## src/rtl/poly_arith_pkg.sv

```systemverilog
// -----------------------------------------------------------------------------
// poly_arith_pkg
// Shared constants and types for ML-KEM (FIPS 203) polynomial arithmetic.
//   Q            : ML-KEM prime modulus, 3329
//   Q_INV_NEG    : -Q^-1 mod 2^16, used by the Montgomery reducer
//   MONT_R_MOD_Q : R mod Q with R = 2^16. Multiplying by it converts a
//                  coefficient into the Montgomery domain.
//   MONT_R_INV   : R^-1 mod Q. One Montgomery multiply scales by this.
//   coef_t       : signed 16-bit coefficient
//   prod_t       : signed 32-bit product of two coefficients
// -----------------------------------------------------------------------------
package poly_arith_pkg;

  typedef logic signed [15:0] coef_t;
  typedef logic signed [31:0] prod_t;

  localparam coef_t       Q            = 16'sd3329;
  localparam logic [15:0] Q_INV_NEG    = 16'd3327;
  localparam int          MONT_R_MOD_Q = 2285;
  localparam int          MONT_R_INV   = 169;

  // Move a value in (-Q, Q) into [0, Q-1] with one compare and one add.
  function automatic coef_t cond_add_q(input coef_t t);
    coef_t r;
    r = t;
    if (t[15]) begin
      r = coef_t'(t + Q);
    end
    return r;
  endfunction

endpackage : poly_arith_pkg

```

## src/rtl/mont_mul_pipe_if.sv

```systemverilog
// -----------------------------------------------------------------------------
// mont_mul_pipe_if
// Operand and result streams of the pipelined Montgomery multiplier.
//   in_valid_i / in_ready_o   : operand pair handshake
//   a_i, b_i                  : signed operands
//   tag_i                     : sideband tag travelling with the operand pair
//   out_valid_o / out_ready_i : result handshake
//   res_o, tag_o              : result and its matching tag
// Modports:
//   slave  : the multiplier's view (consumes operands, produces results)
//   master : the environment's view (produces operands, consumes results)
// -----------------------------------------------------------------------------
interface mont_mul_pipe_if #(
  parameter int TAG_W = 8
);
  import poly_arith_pkg::*;

  logic             in_valid_i;
  logic             in_ready_o;
  coef_t            a_i;
  coef_t            b_i;
  logic [TAG_W-1:0] tag_i;
  logic             out_valid_o;
  logic             out_ready_i;
  coef_t            res_o;
  logic [TAG_W-1:0] tag_o;

  modport slave (
    input  in_valid_i, a_i, b_i, tag_i, out_ready_i,
    output in_ready_o, out_valid_o, res_o, tag_o
  );

  modport master (
    output in_valid_i, a_i, b_i, tag_i, out_ready_i,
    input  in_ready_o, out_valid_o, res_o, tag_o
  );

endinterface : mont_mul_pipe_if

```

## src/rtl/modular_reduce.sv

```systemverilog
// -----------------------------------------------------------------------------
// modular_reduce
// Combinational signed Montgomery reduction with R = 2^16.
//   z_i   : signed 32-bit input, |z_i| < Q * 2^15
//   res_o : signed 16-bit t = z_i * R^-1 (mod Q), with |t| < Q
// m is the signed low half of z_i * (-Q^-1). Adding m*Q zeroes the low 16
// bits of the sum exactly, so the shift below divides without rounding.
// Because m is taken as signed, the result stays inside (-Q, Q).
// -----------------------------------------------------------------------------
module modular_reduce
  import poly_arith_pkg::*;
(
  input  prod_t z_i,
  output coef_t res_o
);

  logic [15:0] m_u;
  coef_t       m;
  prod_t       acc;

  // The product is evaluated at 16 bits, which gives z * (-Q^-1) mod 2^16.
  assign m_u   = z_i[15:0] * Q_INV_NEG;
  assign m     = $signed(m_u);
  assign acc   = z_i + prod_t'(m) * prod_t'(Q);
  assign res_o = coef_t'(acc >>> 16);

endmodule : modular_reduce

```

## src/rtl/mont_mul_pipe.sv

```systemverilog
// -----------------------------------------------------------------------------
// mont_mul_pipe
// Three-stage Montgomery coefficient multiplier: res = a*b*R^-1 mod Q.
// It accepts one operand pair per cycle and stalls with a valid/ready
// handshake.
//   S1: p = a*b (32-bit signed) and the tag
//   S2: t = modular_reduce(p) and the tag
//   S3: result (canonical when CANONICAL=1) and the tag; drives res_o/tag_o
// Ports:
//   clk_i   : clock, rising edge
//   rst_n_i : asynchronous active-low reset; clears all state
//   flush_i : clears all stage valid bits at the next edge and drops any
//             word accepted in the same cycle
//   bus     : operand/result streams (mont_mul_pipe_if.slave)
//   busy_o  : OR of the stage valid bits
// Parameters:
//   TAG_W     : tag width; must match the interface instance
//   CANONICAL : 1 -> result in [0,Q-1]; 0 -> raw reducer output in (-Q,Q)
// -----------------------------------------------------------------------------
module mont_mul_pipe
  import poly_arith_pkg::*;
#(
  parameter int TAG_W     = 8,
  parameter bit CANONICAL = 1'b1
) (
  input  logic            clk_i,
  input  logic            rst_n_i,
  input  logic            flush_i,
  mont_mul_pipe_if.slave  bus,
  output logic            busy_o
);

  logic             v1_reg;
  logic             v2_reg;
  logic             v3_reg;
  logic             en1;
  logic             en2;
  logic             en3;

  prod_t            p_reg;
  coef_t            t_reg;
  coef_t            res_reg;
  logic [TAG_W-1:0] tag1_reg;
  logic [TAG_W-1:0] tag2_reg;
  logic [TAG_W-1:0] tag3_reg;

  prod_t            p_next;
  coef_t            t_next;
  coef_t            res_next;

  // A stage may advance when it is empty or when the stage after it advances.
  // This chain makes in_ready_o depend combinationally on out_ready_i. As a
  // result a full pipeline keeps full throughput when the consumer is ready.
  assign en3 = !v3_reg || bus.out_ready_i;
  assign en2 = !v2_reg || en3;
  assign en1 = !v1_reg || en2;

  assign bus.in_ready_o = en1;

  assign p_next = prod_t'(bus.a_i) * prod_t'(bus.b_i);

  modular_reduce u_reduce (
    .z_i   (p_reg),
    .res_o (t_next)
  );

  generate
    if (CANONICAL) begin : g_canon
      assign res_next = cond_add_q(t_reg);
    end else begin : g_raw
      assign res_next = t_reg;
    end
  endgenerate

  // Valid bits. A flush wins over any simultaneous accept.
  always_ff @(posedge clk_i or negedge rst_n_i) begin
    if (!rst_n_i) begin
      v1_reg <= 1'b0;
      v2_reg <= 1'b0;
      v3_reg <= 1'b0;
    end else if (flush_i) begin
      v1_reg <= 1'b0;
      v2_reg <= 1'b0;
      v3_reg <= 1'b0;
    end else begin
      if (en1) v1_reg <= bus.in_valid_i;
      if (en2) v2_reg <= v1_reg;
      if (en3) v3_reg <= v2_reg;
    end
  end

  // Data registers load only when their stage is enabled. They hold while
  // stalled, which keeps res_o/tag_o stable under backpressure.
  always_ff @(posedge clk_i or negedge rst_n_i) begin
    if (!rst_n_i) begin
      p_reg    <= '0;
      tag1_reg <= '0;
      t_reg    <= '0;
      tag2_reg <= '0;
      res_reg  <= '0;
      tag3_reg <= '0;
    end else begin
      if (en1) begin
        p_reg    <= p_next;
        tag1_reg <= bus.tag_i;
      end
      if (en2) begin
        t_reg    <= t_next;
        tag2_reg <= tag1_reg;
      end
      if (en3) begin
        res_reg  <= res_next;
        tag3_reg <= tag2_reg;
      end
    end
  end

  assign bus.out_valid_o = v3_reg;
  assign bus.res_o       = res_reg;
  assign bus.tag_o       = tag3_reg;
  assign busy_o          = v1_reg || v2_reg || v3_reg;

endmodule : mont_mul_pipe

```

## src/flat_wrapper.sv

```systemverilog
// flat-port wrapper written by rule: the top's interface ports become plain ports
module mont_mul_pipe_flat import poly_arith_pkg::*;
#(
  parameter int TAG_W     = 8,
  parameter bit CANONICAL = 1'b1
)
  (clk_i, rst_n_i, flush_i, busy_o, bus_in_valid_i, bus_a_i, bus_b_i, bus_tag_i, bus_out_ready_i, bus_in_ready_o, bus_out_valid_o, bus_res_o, bus_tag_o);
  mont_mul_pipe_if #(.TAG_W(TAG_W)) bus_i ();
  input  logic clk_i;
  input  logic rst_n_i;
  input  logic flush_i;
  output logic busy_o;
  input wire logic [$bits(bus_i.in_valid_i)-1:0] bus_in_valid_i;
  input wire logic [$bits(bus_i.a_i)-1:0] bus_a_i;
  input wire logic [$bits(bus_i.b_i)-1:0] bus_b_i;
  input wire logic [$bits(bus_i.tag_i)-1:0] bus_tag_i;
  input wire logic [$bits(bus_i.out_ready_i)-1:0] bus_out_ready_i;
  output wire logic [$bits(bus_i.in_ready_o)-1:0] bus_in_ready_o;
  output wire logic [$bits(bus_i.out_valid_o)-1:0] bus_out_valid_o;
  output wire logic [$bits(bus_i.res_o)-1:0] bus_res_o;
  output wire logic [$bits(bus_i.tag_o)-1:0] bus_tag_o;
  assign bus_i.in_valid_i = bus_in_valid_i;
  assign bus_i.a_i = bus_a_i;
  assign bus_i.b_i = bus_b_i;
  assign bus_i.tag_i = bus_tag_i;
  assign bus_i.out_ready_i = bus_out_ready_i;
  assign bus_in_ready_o = bus_i.in_ready_o;
  assign bus_out_valid_o = bus_i.out_valid_o;
  assign bus_res_o = bus_i.res_o;
  assign bus_tag_o = bus_i.tag_o;
  mont_mul_pipe #(.TAG_W(TAG_W), .CANONICAL(CANONICAL)) u_core (.clk_i(clk_i), .rst_n_i(rst_n_i), .flush_i(flush_i), .bus(bus_i), .busy_o(busy_o));
endmodule
```

## config.mk

```make
export PLATFORM = sky130hd
export DESIGN_NAME = mont_mul_pipe_flat
export DESIGN_NICKNAME = d
export VERILOG_FILES = /design/src/rtl/poly_arith_pkg.sv /design/src/rtl/mont_mul_pipe_if.sv /design/src/rtl/modular_reduce.sv /design/src/rtl/mont_mul_pipe.sv /design/src/flat_wrapper.sv
export SDC_FILE = /design/constraint.sdc
export NUM_CORES = 1
export LEC_CHECK = 0
export ABC_CLOCK_PERIOD_IN_PS = 15500
export CAP_MARGIN = 20
export CELL_PAD_IN_SITES_DETAIL_PLACEMENT = 0
export CELL_PAD_IN_SITES_GLOBAL_PLACEMENT = 1
export CORE_ASPECT_RATIO = 0.7
export CORE_MARGIN = 2
export CORE_UTILIZATION = 26
export DETAILED_ROUTE_END_ITERATION = 16
export HOLD_SLACK_MARGIN = 0.05
export PLACE_DENSITY_LB_ADDON = 0.1
export SLEW_MARGIN = 20
export SYNTH_ARGS = -nofsm -noshare
export SYNTH_HDL_FRONTEND = slang
export SYNTH_HIERARCHICAL = 1
export SYNTH_SLANG_ARGS = --single-unit
```

## constraint.sdc

```tcl
create_clock -name clk_i -period 15.5 [get_ports clk_i]
set_clock_uncertainty 0.15 [all_clocks]
set_input_delay 2.325 -clock clk_i [delete_from_list [all_inputs] [get_ports clk_i]]
set_output_delay 2.325 -clock clk_i [all_outputs]
set_load 0.02 [all_outputs]
```

==> impl_metrics.csv <==
group,metric,value,unit
cells_and_area,largest_register_ffs,32,
yosys,yosysWarningCount,6,
timing,tns,0,ps
timing,setup_viol,0,
yosys,synth-simple-area-share,12.0,%
yosys,async_flop_share,100,%
global_route,grt_pass1_vias,14300,
critical_path,slowest_delay,740,ps
yosys,synth.area.mux_share,1.93,%
drt,postRouteAntennaNets,0,
timing,drv_slew,0,
drt,via_count,13300,
die,initial_core_util,26.2,%
global_route,antenna_found_initial,0,
cells_and_area,syn2layout_area_growth,11.1,%
die,fp.dieW,329,um
critical_path,cp.required,15610,ps
yosys,yosysSeqAreaShare,11.9,%
yosys,synth_cell_types,69,
drt,drc,0,
yosys,synth-edff-count,0,
placement,place_inst,3046,
cts,clk_path_buf_depth,2,
die,die_area,76100,um2
cts,cts_tree,"done",
critical_path,cp-end-kind,"register",
die,fp-row-count,83,
yosys,synth_seq_cells,91,
global_route,overflow,0,
global_route,grt_use_total,14.7,%
timing,rsz0062_at_grt,"no",
run_status,outcome,"finished, final reports clean",
die,io_pins,72,
cells_and_area,final_cell_mix,"inv_1 (501), fa_1 (361), nand2_1 (226)",
cells_and_area,fin_cells,3063,
cts,clock-root-buffer,"clkbuf_16",
critical_path,r2r_start,"u_core/p_reg[6]",
die,core,73200,um2
cells_and_area,final_common_cell,"inv_1",
flow_run,cap_viol_max_count,0,
critical_path,worst_path_most_repeated_cell,"fa_1",
cts,holdBufCountCts,0,
critical_path,start_kind,"register",
yosys,syn_nets,2658,
worst_hold_path,hold_path_class,"reg -> reg",
critical_path,reg2reg_to,"u_core/t_reg[15]",
cts,clkTransAtPathRegs,80,ps
yosys,synth_area_leaders,"fa_1 (38%), ha_1 (14%), dfrtp_1 (12%), inv_1 (9.8%), nand2_1 (4.4%)",
critical_path,reg2regPathDepth,33,
timing,worst_pin_slew,1030,ps
global_route,grt_pass1_wl,86.1,mm
cts,insertion_delay,360,ps
timing,finalCritPeriodShare,64.6,%
critical_path,cp.arrival,10120,ps
yosys,synthAdderAreaFrac,51.5,%
placement,hpwlAfterDp,45.8,mm
placement,place_congestion,0.803,
critical_path,startpoint,"u_core/p_reg[6]",
drt,wire_per_inst,17.5,um
drt,drtIter0Drc,561,
timing,finalHoldViolCount,0,
yosys,synth_top_family_by_area,"adder cells",
cts,numCtsBuffers,9,
yosys,syn_area,19200,um2
critical_path,r2r_slack,5490,ps
yosys,synth-xor-area-share,4.13,%
yosys,netlist.area_leader.share,37.6,%
critical_path,cp-endpoint,"u_core/t_reg[15]",
yosys,syn_inst,2039,
timing,layout_min_cycle_time,10010,ps
global_route,grt_max_degree,64,
cts,clkSinkCount,91,
critical_path,crit_fanout,7,
cts,cts_max_level,3,
drt,via_per_inst,4.34,
cts,cts_resized,0,
drt,routed_wl,53.6,mm
drt,drtPass1Iterations,4,
yosys,synth_area_leader_cell,"fa_1",
timing,fmax,99.9,MHz
yosys,synthFlopType,"dfrtp_1",
die,chipHeight,231,um
yosys,syn_avg_cell_area,9.42,um2
yosys,synth_compound_area_share,7.66,%
cts,post-cts-setup-buffers,0,
critical_path,cp_slowest_cell,"fa_1",
critical_path,critPathKind,"reg -> reg",
cells_and_area,nNetsFinal,2699,
timing,relSlewSlack,31.1,%
placement,io_buffer_count,71,
cells_and_area,drive_gt1_share,4.12,%
[worst max-delay path: cells and delay by family (launching register included)]
| family | cells | cell delay (ps) |
|---|---|---|
| adder cells (fa/ha/maj) | 13 | 5960 |
| AO/OA/AOI/OAI | 7 | 1110 |
| XOR/XNOR | 2 | 1040 |
| flip-flops | 1 | 520 |
| AND/OR/NAND/NOR | 4 | 490 |
| buffers and inverters | 6 | 370 |
| multiplexers | 1 | 270 |
[cell usage after synthesis (all sizes together) (7+ instances only)]
| library cell | number |
|---|---|
| a211oi | 19 |
| nor3 | 15 |
| a21oi | 56 |
| a21o | 24 |
| o21ai | 60 |
| fa | 361 |
| nand2b | 12 |
| or3 | 7 |
| xor2 | 27 |
| dfrtp | 91 |
| and2 | 123 |
| ha | 213 |
| xnor2 | 61 |
| clkbuf | 50 |
| o31ai | 12 |
| mux2 | 32 |
| inv | 501 |
| nand3 | 13 |
| nand2 | 226 |
| nor2 | 53 |
[cells by family after synthesis]
logic type                 after synthesis
buffers and inverters                  554
DFF                                     91
muxes                                   33
and+or+nand+nor                        482
adders and majority gates              574
AOI/OAI and AO/OA                      216
xor gates and xnor gates                89
[per-layer routing]
metal | wire (um) | vias up | GRT usage, %
li1 | - | 6309 | -
met1 | 30000 | 6826 | 24.2
met2 | 21800 | 130 | 20.7
met3 | 1480 | 20 | 1.87
met4 | 310 | 0 | 1.43
met5 | 0 | - | 0
[per-stage QoR]
stage	utilization (%)	setup WS (ps)	cell area, um2	hold slack [ps]
after floorplan	-	5540	19200	283
after global placement	28.7	5490	21000	296
after CTS	29.1	5410	21300	322
after global routing	29.1	4840	21300	342
after detailed placement	28.7	5490	21000	304
final	29.1	5490	21300	317
[how the worst min path moves through the flow]
| stage | start | endpoint | slack [ps] | depth (start not counted) |
|---|---|---|---|---|
| 2_1_floorplan | u_core/tag1_reg[0] | u_core/tag1_reg[0] | 280 | 2 |
| 3_3_place_gp | u_core/tag1_reg[0] | u_core/tag1_reg[0] | 300 | 2 |
| 3_5_place_dp | u_core/tag1_reg[4] | u_core/tag1_reg[4] | 300 | 2 |
| 4_1_cts | u_core/tag1_reg[0] | u_core/tag1_reg[0] | 320 | 2 |
| 5_1_grt | u_core/tag1_reg[3] | u_core/tag1_reg[3] | 340 | 2 |
| 6_report | u_core/tag1_reg[0] | u_core/tag1_reg[0] | 320 | 2 |
[cell type report]
class / count / area, um2
Inverter: 502 / 1880
Timing Repair Buffer: 82 / 791
Antenna cell: 1 / 2.50
Clock buffer: 9 / 225
Tap cell: 977 / 1220
Sequential cell: 91 / 2280
Multi-Input combinational cell: 1394 / 14900
Clock inverter: 7 / 67.6
Fill cell: 7858 / 51900
Power is not shown: default switching activity piles up to over one toggle a cycle in this logic, so the estimate is an artifact.
